**src/rtl/dlfloat16_round_pack.sv**
```systemverilog
// DLFloat16 divider round/pack stage: RNE rounding, saturation, flush-to-zero, sticky flags.
// Optional DLF_ROUND_MODE_EN adds a 2-bit rnd_mode input (RNE/RTZ/RUP/RDN).
module dlfloat16_round_pack #(
  parameter int EXP_W  = 6,
  parameter int MAN_W  = 9,
  parameter int FLAG_W = 5
) (
  input  logic                     clk,
  input  logic                     rst,
  input  logic                     in_valid,
  output logic                     in_ready,
  input  logic [EXP_W+MAN_W+4:0]   in_data,
  input  logic [FLAG_W-1:0]        in_flags,
`ifdef DLF_ROUND_MODE_EN
  input  logic [1:0]               rnd_mode,
`endif
  output logic                     out_valid,
  input  logic                     out_ready,
  output logic [EXP_W+MAN_W:0]     out_data,
  output logic [FLAG_W-1:0]        out_flags,
  input  logic                     flags_clr,
  output logic [FLAG_W-1:0]        flags_sticky
);

  localparam int IN_W  = EXP_W + MAN_W + 5;
  localparam int OUT_W = EXP_W + MAN_W + 1;

  localparam logic [EXP_W-1:0]  E_MAX = '1;
  localparam logic [EXP_W-1:0]  E_SAT = {{(EXP_W-1){1'b1}}, 1'b0};
  localparam logic [FLAG_W-1:0] F_NX  = FLAG_W'(8);
  localparam logic [FLAG_W-1:0] F_OF  = FLAG_W'(4);
  localparam logic [FLAG_W-1:0] F_UF  = FLAG_W'(2);

  logic              s1_v;
  logic [IN_W-1:0]   s1_d;
  logic [FLAG_W-1:0] s1_f;
`ifdef DLF_ROUND_MODE_EN
  logic [1:0]        s1_m;
`endif

  logic s2_adv;
  logic s1_adv;

  assign s2_adv   = !out_valid || out_ready;
  assign s1_adv   = !s1_v || s2_adv;
  assign in_ready = s1_adv;

  always_ff @(posedge clk or posedge rst) begin
    if (rst) begin
      s1_v <= 1'b0;
      s1_d <= '0;
      s1_f <= '0;
`ifdef DLF_ROUND_MODE_EN
      s1_m <= 2'b00;
`endif
    end else if (s1_adv) begin
      s1_v <= in_valid;
      if (in_valid) begin
        s1_d <= in_data;
        s1_f <= in_flags;
`ifdef DLF_ROUND_MODE_EN
        s1_m <= rnd_mode;
`endif
      end
    end
  end

  logic             sgn;
  logic [EXP_W-1:0] e;
  logic [MAN_W-1:0] frac;
  logic             g, r, st;
  logic             grs_nz;
  logic             mant_nz;
  logic             is_spec, is_zero, is_uf, is_norm;
  logic             inc;

  assign sgn     = s1_d[IN_W-1];
  assign e       = s1_d[IN_W-2 -: EXP_W];
  assign frac    = s1_d[MAN_W+2:3];
  assign g       = s1_d[2];
  assign r       = s1_d[1];
  assign st      = s1_d[0];
  assign grs_nz  = g | r | st;
  assign mant_nz = |s1_d[MAN_W+3:0];
  assign is_spec = (e == E_MAX);
  assign is_zero = (e == '0) && !mant_nz;
  assign is_uf   = (e == '0) && mant_nz;
  assign is_norm = !is_spec && (e != '0);

  always_comb begin
    inc = 1'b0;
`ifdef DLF_ROUND_MODE_EN
    unique case (s1_m)
      2'b00: inc = g & (r | st | frac[0]);
      2'b01: inc = 1'b0;
      2'b10: inc = !sgn & grs_nz;
      2'b11: inc = sgn & grs_nz;
    endcase
`else
    inc = g & (r | st | frac[0]);
`endif
  end

  logic [MAN_W:0]    sum;
  logic [EXP_W:0]    e_rnd;
  logic              sat;
  logic [OUT_W-1:0]  res_d;
  logic [FLAG_W-1:0] res_f;

  // Mantissa carry-out bumps the exponent; reaching all-ones means overflow
  assign sum   = {1'b0, frac} + {{MAN_W{1'b0}}, inc};
  assign e_rnd = {1'b0, e} + {{EXP_W{1'b0}}, sum[MAN_W]};
  assign sat   = is_norm && (e_rnd == {1'b0, E_MAX});

  always_comb begin
    res_d = '0;
    res_f = s1_f;
    unique case (1'b1)
      is_spec: res_d = {sgn, E_MAX, frac};
      is_zero: res_d = {sgn, {(OUT_W-1){1'b0}}};
      is_uf: begin
        res_d = {sgn, {(OUT_W-1){1'b0}}};
        res_f = s1_f | F_UF | F_NX;
      end
      sat: begin
        res_d = {sgn, E_SAT, {MAN_W{1'b1}}};
        res_f = s1_f | F_OF | F_NX;
      end
      default: begin
        res_d = {sgn, e_rnd[EXP_W-1:0], sum[MAN_W-1:0]};
        res_f = s1_f | (grs_nz ? F_NX : '0);
      end
    endcase
  end

  always_ff @(posedge clk or posedge rst) begin
    if (rst) begin
      out_valid <= 1'b0;
      out_data  <= '0;
      out_flags <= '0;
    end else if (s2_adv) begin
      out_valid <= s1_v;
      if (s1_v) begin
        out_data  <= res_d;
        out_flags <= res_f;
      end
    end
  end

  // Clear takes effect before the same-cycle handshake's flags are merged
  always_ff @(posedge clk or posedge rst) begin
    if (rst) begin
      flags_sticky <= '0;
    end else if (out_valid && out_ready) begin
      flags_sticky <= (flags_clr ? '0 : flags_sticky) | out_flags;
    end else if (flags_clr) begin
      flags_sticky <= '0;
    end
  end

endmodule

```
**config.mk**
```make
export PLATFORM = sky130hd
export DESIGN_NAME = dlfloat16_round_pack
export DESIGN_NICKNAME = d
export VERILOG_FILES = /design/src/rtl/dlfloat16_round_pack.sv
export SDC_FILE = /design/constraint.sdc
export NUM_CORES = 1
export LEC_CHECK = 0
export CORE_MARGIN = 10
export CORE_UTILIZATION = 40
export DETAILED_ROUTE_END_ITERATION = 10
export PLACE_DENSITY = 0.67
export SYNTH_ARGS = -nofsm -noshare
export SYNTH_HDL_FRONTEND = slang
export SYNTH_SLANG_ARGS = --single-unit
```
**constraint.sdc**
```tcl
create_clock -name clk -period 2.9 [get_ports clk]
set_clock_uncertainty 0.15 [all_clocks]
set_input_delay 0.435 -clock clk [delete_from_list [all_inputs] [get_ports clk]]
set_output_delay 0.435 -clock clk [all_outputs]
set_load 0.05 [all_outputs]
```
==> results.cfg, run 1 <==
[critical_path]
arrival_ns = 2.74
reg2regPathDepth = 9
crit_start = s1_d[5]$_DFFE_PP0P_
crit_path_end = out_data[2]$_DFFE_PP0P_
end_kind = flop
rr_endpoint = out_data[2]$_DFFE_PP0P_
worstSetupPathType = reg2reg
crit_fanout = 10
r2r-start = s1_d[5]$_DFFE_PP0P_
r2r_slack_ns = 0.25
worst_setup_path_start_kind = flop
cp.required_ns = 2.99

[final_layout]
drive_gt1_share_pct = 18.3
syn2layout_area_growth_pct = 30.5
diodes = 0
fin_nets = 332
finalNonFillerCells = 375
seq_area_um2 = 1330
fillCellCount = 540
multi_input_area_um2 = 1100

[placed_design]
dp_hpwl_um = 4300
gp_congestion = 0.908
io_buffers = 57
dp.cells = 367

[route]
first_iter_violations = 65
routedWlPerCell_um = 15.2
drt-pass1-iter-count = 4
drt_wl_total_um = 5700
vias = 1963
viasPerCell = 5.23
drt_drc_violations_left = 0
postRouteAntennaNets = 0

[logic_synthesis]
synth_common_cells = dfrtp_1 (53), nand2_1 (27), nor2_1 (27)
synth.most_common_cell = dfrtp_1
synth_cells = 235
ys_async_sr_fraction_pct = 100
synthFlopType = dfrtp_1
synth_edf_count = 0
synth_top_area_share_pct = 53.1
netlist_area_um2 = 2500
synth_cell_types = 38
synth_nets = 268
yosysSeqAreaShare_pct = 53.1
yosys.area.top_type = dfrtp_1
ys_top_cells_by_area = dfrtp_1 (53%), mux2_2 (11%), nand2_1 (4.1%), nor2_1 (4.1%), o21ai_0 (2.6%)
ys_ff_latch = 53
syn_area_per_cell_um2 = 10.6
ys_warn_count = 0

[sta]
setup_tns_ns = 0
maxSlewViolCount = 0
max_freq_ghz = 0.377
tightest_slew_ns = 0.668
period_needed_ns = 2.65
relSlewSlack_pct = 55.4
rsz0062_at_grt = false
final_hold_viol_count = 0
setup_viol = 0
fin_crit_sh_pct = 91.3

[floorplan]
die_w_um = 99.0
pin_count = 58
coreArea_um2 = 5990
start_util_pct = 41.7
die_y_um = 99.0
rows = 28
die-area_um2 = 9800

[grt]
use_met3_pct = 4.19
first_global_vias = 1961
use_met1_pct = 14.9
grt_use_total_pct = 11.8
busiest_layer = met2
use_met2_pct = 18.1
antenna_found_initial = 0
overflow = 0
grt_max_degree = 54
grt_pass1_wl_um = 9600

[job]
maxCapViolCount = 0

[power]
p_leak_nw = 1.34
power_density_nw_per_um2 = 686
total_power_w = 0.00223
ir_worst_vdd_uv = 297

[cts]
insertion_delay_ns = 0.31
cts-root-buf = clkbuf_8
clockBufferDepth = 2
holdBufCountCts = 0
cts.sinks = 53
h-tree-depth = 2
cts_tree = built
cts_buffers = 5
ctsResizeCount = 0
post-cts-setup-buffer-count = 0
cts.clk_slew.worst_paths_ns = 0.10

[outcome]
outcome = finished, final reports clean

[hold_path]
hold_class = reg2reg
holdPathStages = 2
[layout by cell type (no fill, tap or decap), drive strengths merged]
master,synthesis,final
clkbuf,5,6
nor2,28,28
o22ai,1,1
a211oi,1,1
mux2,25,25
buf,2,8
xor2,2,2
o2111ai,1,1
nor4,4,4
clkdlybuf4s50,0,56
nand4,3,3
o21ai,13,13
a21oi,11,11
nand2b,4,4
inv,8,8
clkinvlp,0,2
a41oi,1,1
or3,4,4
o31a,1,1
nand3b,3,3
dfrtp,53,53
a221oi,1,1
a31o,1,1
nand2,27,27
nor3b,1,1
a22oi,3,3
nand3,11,11
a21o,1,1
xnor2,1,1
and3,4,4
ha,3,3
a31oi,5,5
and2,3,3
nor3,4,4
[cell families after synthesis]
| logic type | count (synthesis) | synth area share [%] |
|---|---|---|
| xor+xnor | 3 | 1.05 |
| mux | 25 | 11.3 |
| buf+inv | 15 | 2.86 |
| flops | 53 | 53.1 |
| compound gates | 40 | 11.6 |
| fa+ha+maj | 3 | 1.50 |
| simple gates | 96 | 18.6 |
[worst min-delay path by stage]
stage | start | to | slack (ns)
after floorplan | s1_d[19]$_DFFE_PP0P_ | out_data[15]$_DFFE_PP0P_ | 0.28
after global placement | s1_f[0]$_DFFE_PP0P_ | out_flags[0]$_DFFE_PP0P_ | 0.29
after detailed placement | s1_f[0]$_DFFE_PP0P_ | out_flags[0]$_DFFE_PP0P_ | 0.30
after CTS | s1_f[0]$_DFFE_PP0P_ | out_flags[0]$_DFFE_PP0P_ | 0.32
after global routing | s1_f[4]$_DFFE_PP0P_ | out_flags[4]$_DFFE_PP0P_ | 0.34
final | s1_f[0]$_DFFE_PP0P_ | out_flags[0]$_DFFE_PP0P_ | 0.32
[metal layers]
metal	wire length (um)	up-vias
met5	0	-
met1	2690	943
li1	-	963
met3	386	5
met4	89	0
met2	2540	52
[stage by stage]
step           hold slack, ns  util [%]  setup slack, ns  cell area, um^2
6_report                0.318      54.4            0.251             3260
5_1_grt                 0.343      54.4           0.0330             3260
4_1_cts                 0.320      54.4            0.227             3260
3_5_place_dp            0.296      52.9            0.233             3170
3_3_place_gp            0.290      52.9            0.311             3170
2_1_floorplan           0.283         -            0.256             2500
[cell type report]
cell class              instances  share of cell area [%]
clock buffers                   6                    2.23
clock inverters                 2                   0.461
inverters                       8                   0.922
multi-input cells             167                    33.8
flip-flops and latches         53                    40.7
well taps                      75                    2.88
repair buffers                 64                    19.0
[where the power goes]
| group | switching [W] | internal (W) | leakage [nW] | total [W] |
|---|---|---|---|---|
| clock | 0.000242 | 0.000170 | 0.0374 | 0.000412 |
| combinational | 0.000515 | 0.000322 | 0.690 | 0.000837 |
| sequential | 0.000111 | 0.000873 | 0.612 | 0.000984 |
[sequential cells by signal, summed over array words and instances, names as in the netlist]
register,count
s1_f,5
flags_sticky,5
out_data,16
s1_v,1
s1_d,20
out_flags,5
out_valid,1
[critical path: stages, from the launching register on]
cell and delay [ns]:
dfrtp_1 0.43, nand4_1 0.16, nor4_1 0.33, ha_1 0.23
nand3_1 0.12, xor2_1 0.17, or3_1 0.33, o31a_1 0.32
buf_4 0.20, a31oi_2 0.13
No activity file was read; power rests on OpenSTA's default activity.
==> run 2, diff against run 1 <==
- MAX_ROUTING_LAYER: not set -> met4
==> results.cfg, run 2 (same netlist as run 1, synthesis figures left out) <==
[sta]
tightest_slew_ns = 0.671
max_freq_ghz = 0.378
relSlewSlack_pct = 55.3
setup_viol = 0
fin_ws_ns = 0.256
fin_crit_sh_pct = 91.2
maxSlewViolCount = 0
final_hold_viol_count = 0
period_needed_ns = 2.64
setup_tns_ns = 0
rsz0062_at_grt = false

[critical_path]
path_cells = nand4_1, nor4_1, ha_1, nand3_1, xor2_1, or3_1, o31a_1, buf_4, a31oi_2
arrival_ns = 2.73
max_stage_delay_ns = 0.43
cp.required_ns = 2.99
path_delay_family = simple AND/OR/NAND/NOR gates
end_kind = flop
crit_start = s1_d[4]$_DFFE_PP0P_
crit_path_end = out_data[2]$_DFFE_PP0P_
r2r_slack_ns = 0.26
rr_endpoint = out_data[2]$_DFFE_PP0P_
slowest_stage = dfrtp_1
path_buf_inv = 1
path_depth = 9
crit_fanout = 10
reg2regPathDepth = 9
r2r-start = s1_d[4]$_DFFE_PP0P_
worstSetupPathType = reg2reg
worst_setup_path_start_kind = flop

[final_layout]
fin_nets = 332
largest_registers = s1_d (20), out_data (16)
finalNonFillerCells = 375
post-route-util_pct = 54.4
fillCellCount = 540
largest_reg_flops = 20
drive_gt1_share_pct = 18.3
layout_commonest_cell = clkdlybuf4s50_1
final_cell_mix = clkdlybuf4s50_1 (56), dfrtp_1 (53), nand2_1 (27), nor2_1 (27), mux2_2 (25)
diodes = 0
largest-register = s1_d
syn2layout_area_growth_pct = 30.5

[route]
drt_wl_total_um = 5690
first_iter_violations = 61
postRouteAntennaNets = 0
drt-pass1-iter-count = 4
drt_drc_violations_left = 0
vias = 1961
routedWlPerCell_um = 15.2
viasPerCell = 5.23

[power]
ir_worst_vdd_uv = 297
clock_power_share_pct = 18.3
combPwrFrac_pct = 37.5
p_leak_nw = 1.34
p_seq_share_pct = 44.2
p_switching_w = 0.000864
total_power_w = 0.00223
swShare_pct = 38.7
intPower_w = 0.00137
power_density_nw_per_um2 = 684

[grt]
first_global_vias = 1960
grt_max_degree = 54
grt_use_total_pct = 12.1
antenna_found_initial = 0
grt_pass1_wl_um = 9600
overflow = 0

[cts]
holdBufCountCts = 0
cts_tree = built
ctsResizeCount = 0
insertion_delay_ns = 0.30
cts.sinks = 53
cts-root-buf = clkbuf_8
cts_buffers = 5
cts.clk_slew.worst_paths_ns = 0.10
post-cts-setup-buffer-count = 0
h-tree-depth = 2
clockBufferDepth = 2

[placed_design]
gp_congestion = 0.923
dp.cells = 367
dpl_worst_slack_ns = 0.233
io_buffers = 57
dp_hpwl_um = 4300

[job]
maxCapViolCount = 0

[floorplan]
die-area_um2 = 9800
pin_count = 58
rows = 28
start_util_pct = 41.7
die_w_um = 99.0
die_y_um = 99.0
coreArea_um2 = 5990

[outcome]
outcome = finished, final reports clean

[hold_path]
hold_class = reg2reg
[run 2: cell counts in the layout (fill, tap and decap cells not counted)]
No cell type changed its count.
[run 2: area by class of cell]
class / instances / area, um^2 / share of cell area (%)
Clock buffer: 6 / 72.6 / 2.23
Clock inverter: 2 / 15.0 / 0.461
Inverter: 8 / 30.0 / 0.922
Multi-Input combinational cell: 167 / 1100 / 33.8
Sequential cell: 53 / 1330 / 40.7
Tap cell: 75 / 93.8 / 2.88
Timing Repair Buffer: 64 / 621 / 19.0
[run 2: per-stage QoR]
stage	hold slack, ns	area (um^2)
floorplan	0.283	2500
global placement	0.290	3170
detailed placement	0.296	3170
CTS	0.320	3260
global route	0.343	3260
finish	0.318	3260
[run 2: worst reg2reg max path: cells and delay by family (launching register included)]
family	cells	cell delay, ns
and+or+nand+nor	4	0.93
AOI/OAI and AO/OA	2	0.46
DFF	1	0.43
adders and majority gates	1	0.23
buffers and inverters	1	0.20
xor gates and xnor gates	1	0.17
[run 2: worst min path at each step]
stage	startpoint	depth (start not counted)	slack (ns)	to
5_1_grt	s1_f[4]$_DFFE_PP0P_	2	0.34	out_flags[4]$_DFFE_PP0P_
4_1_cts	s1_f[0]$_DFFE_PP0P_	2	0.32	out_flags[0]$_DFFE_PP0P_
3_3_place_gp	s1_f[0]$_DFFE_PP0P_	2	0.29	out_flags[0]$_DFFE_PP0P_
2_1_floorplan	s1_d[19]$_DFFE_PP0P_	2	0.28	out_data[15]$_DFFE_PP0P_
6_report	s1_f[0]$_DFFE_PP0P_	2	0.32	out_flags[0]$_DFFE_PP0P_
3_5_place_dp	s1_f[0]$_DFFE_PP0P_	2	0.30	out_flags[0]$_DFFE_PP0P_
[run 2: per-layer routing]
metal | GRT usage, % | wire length, um | up-vias
met2 | 18.1 | 2570 | 57
met1 | 15.1 | 2710 | 938
met4 | 4.41 | 61 | 0
met3 | 3.91 | 346 | 4
met5 | - | 0 | -
li1 | - | - | 962
[run 2: power groups by stage]
stage / registers (W) / logic (W) / clock network, W
floorplan: 0.00127 / 0.000267 / 0
global placement: 0.000996 / 0.000837 / 0
detailed placement: 0.00100 / 0.000846 / 0
CTS: 0.000985 / 0.000849 / 0.000425
global route: 0.00101 / 0.000898 / 0.000445
finish: 0.000984 / 0.000837 / 0.000408
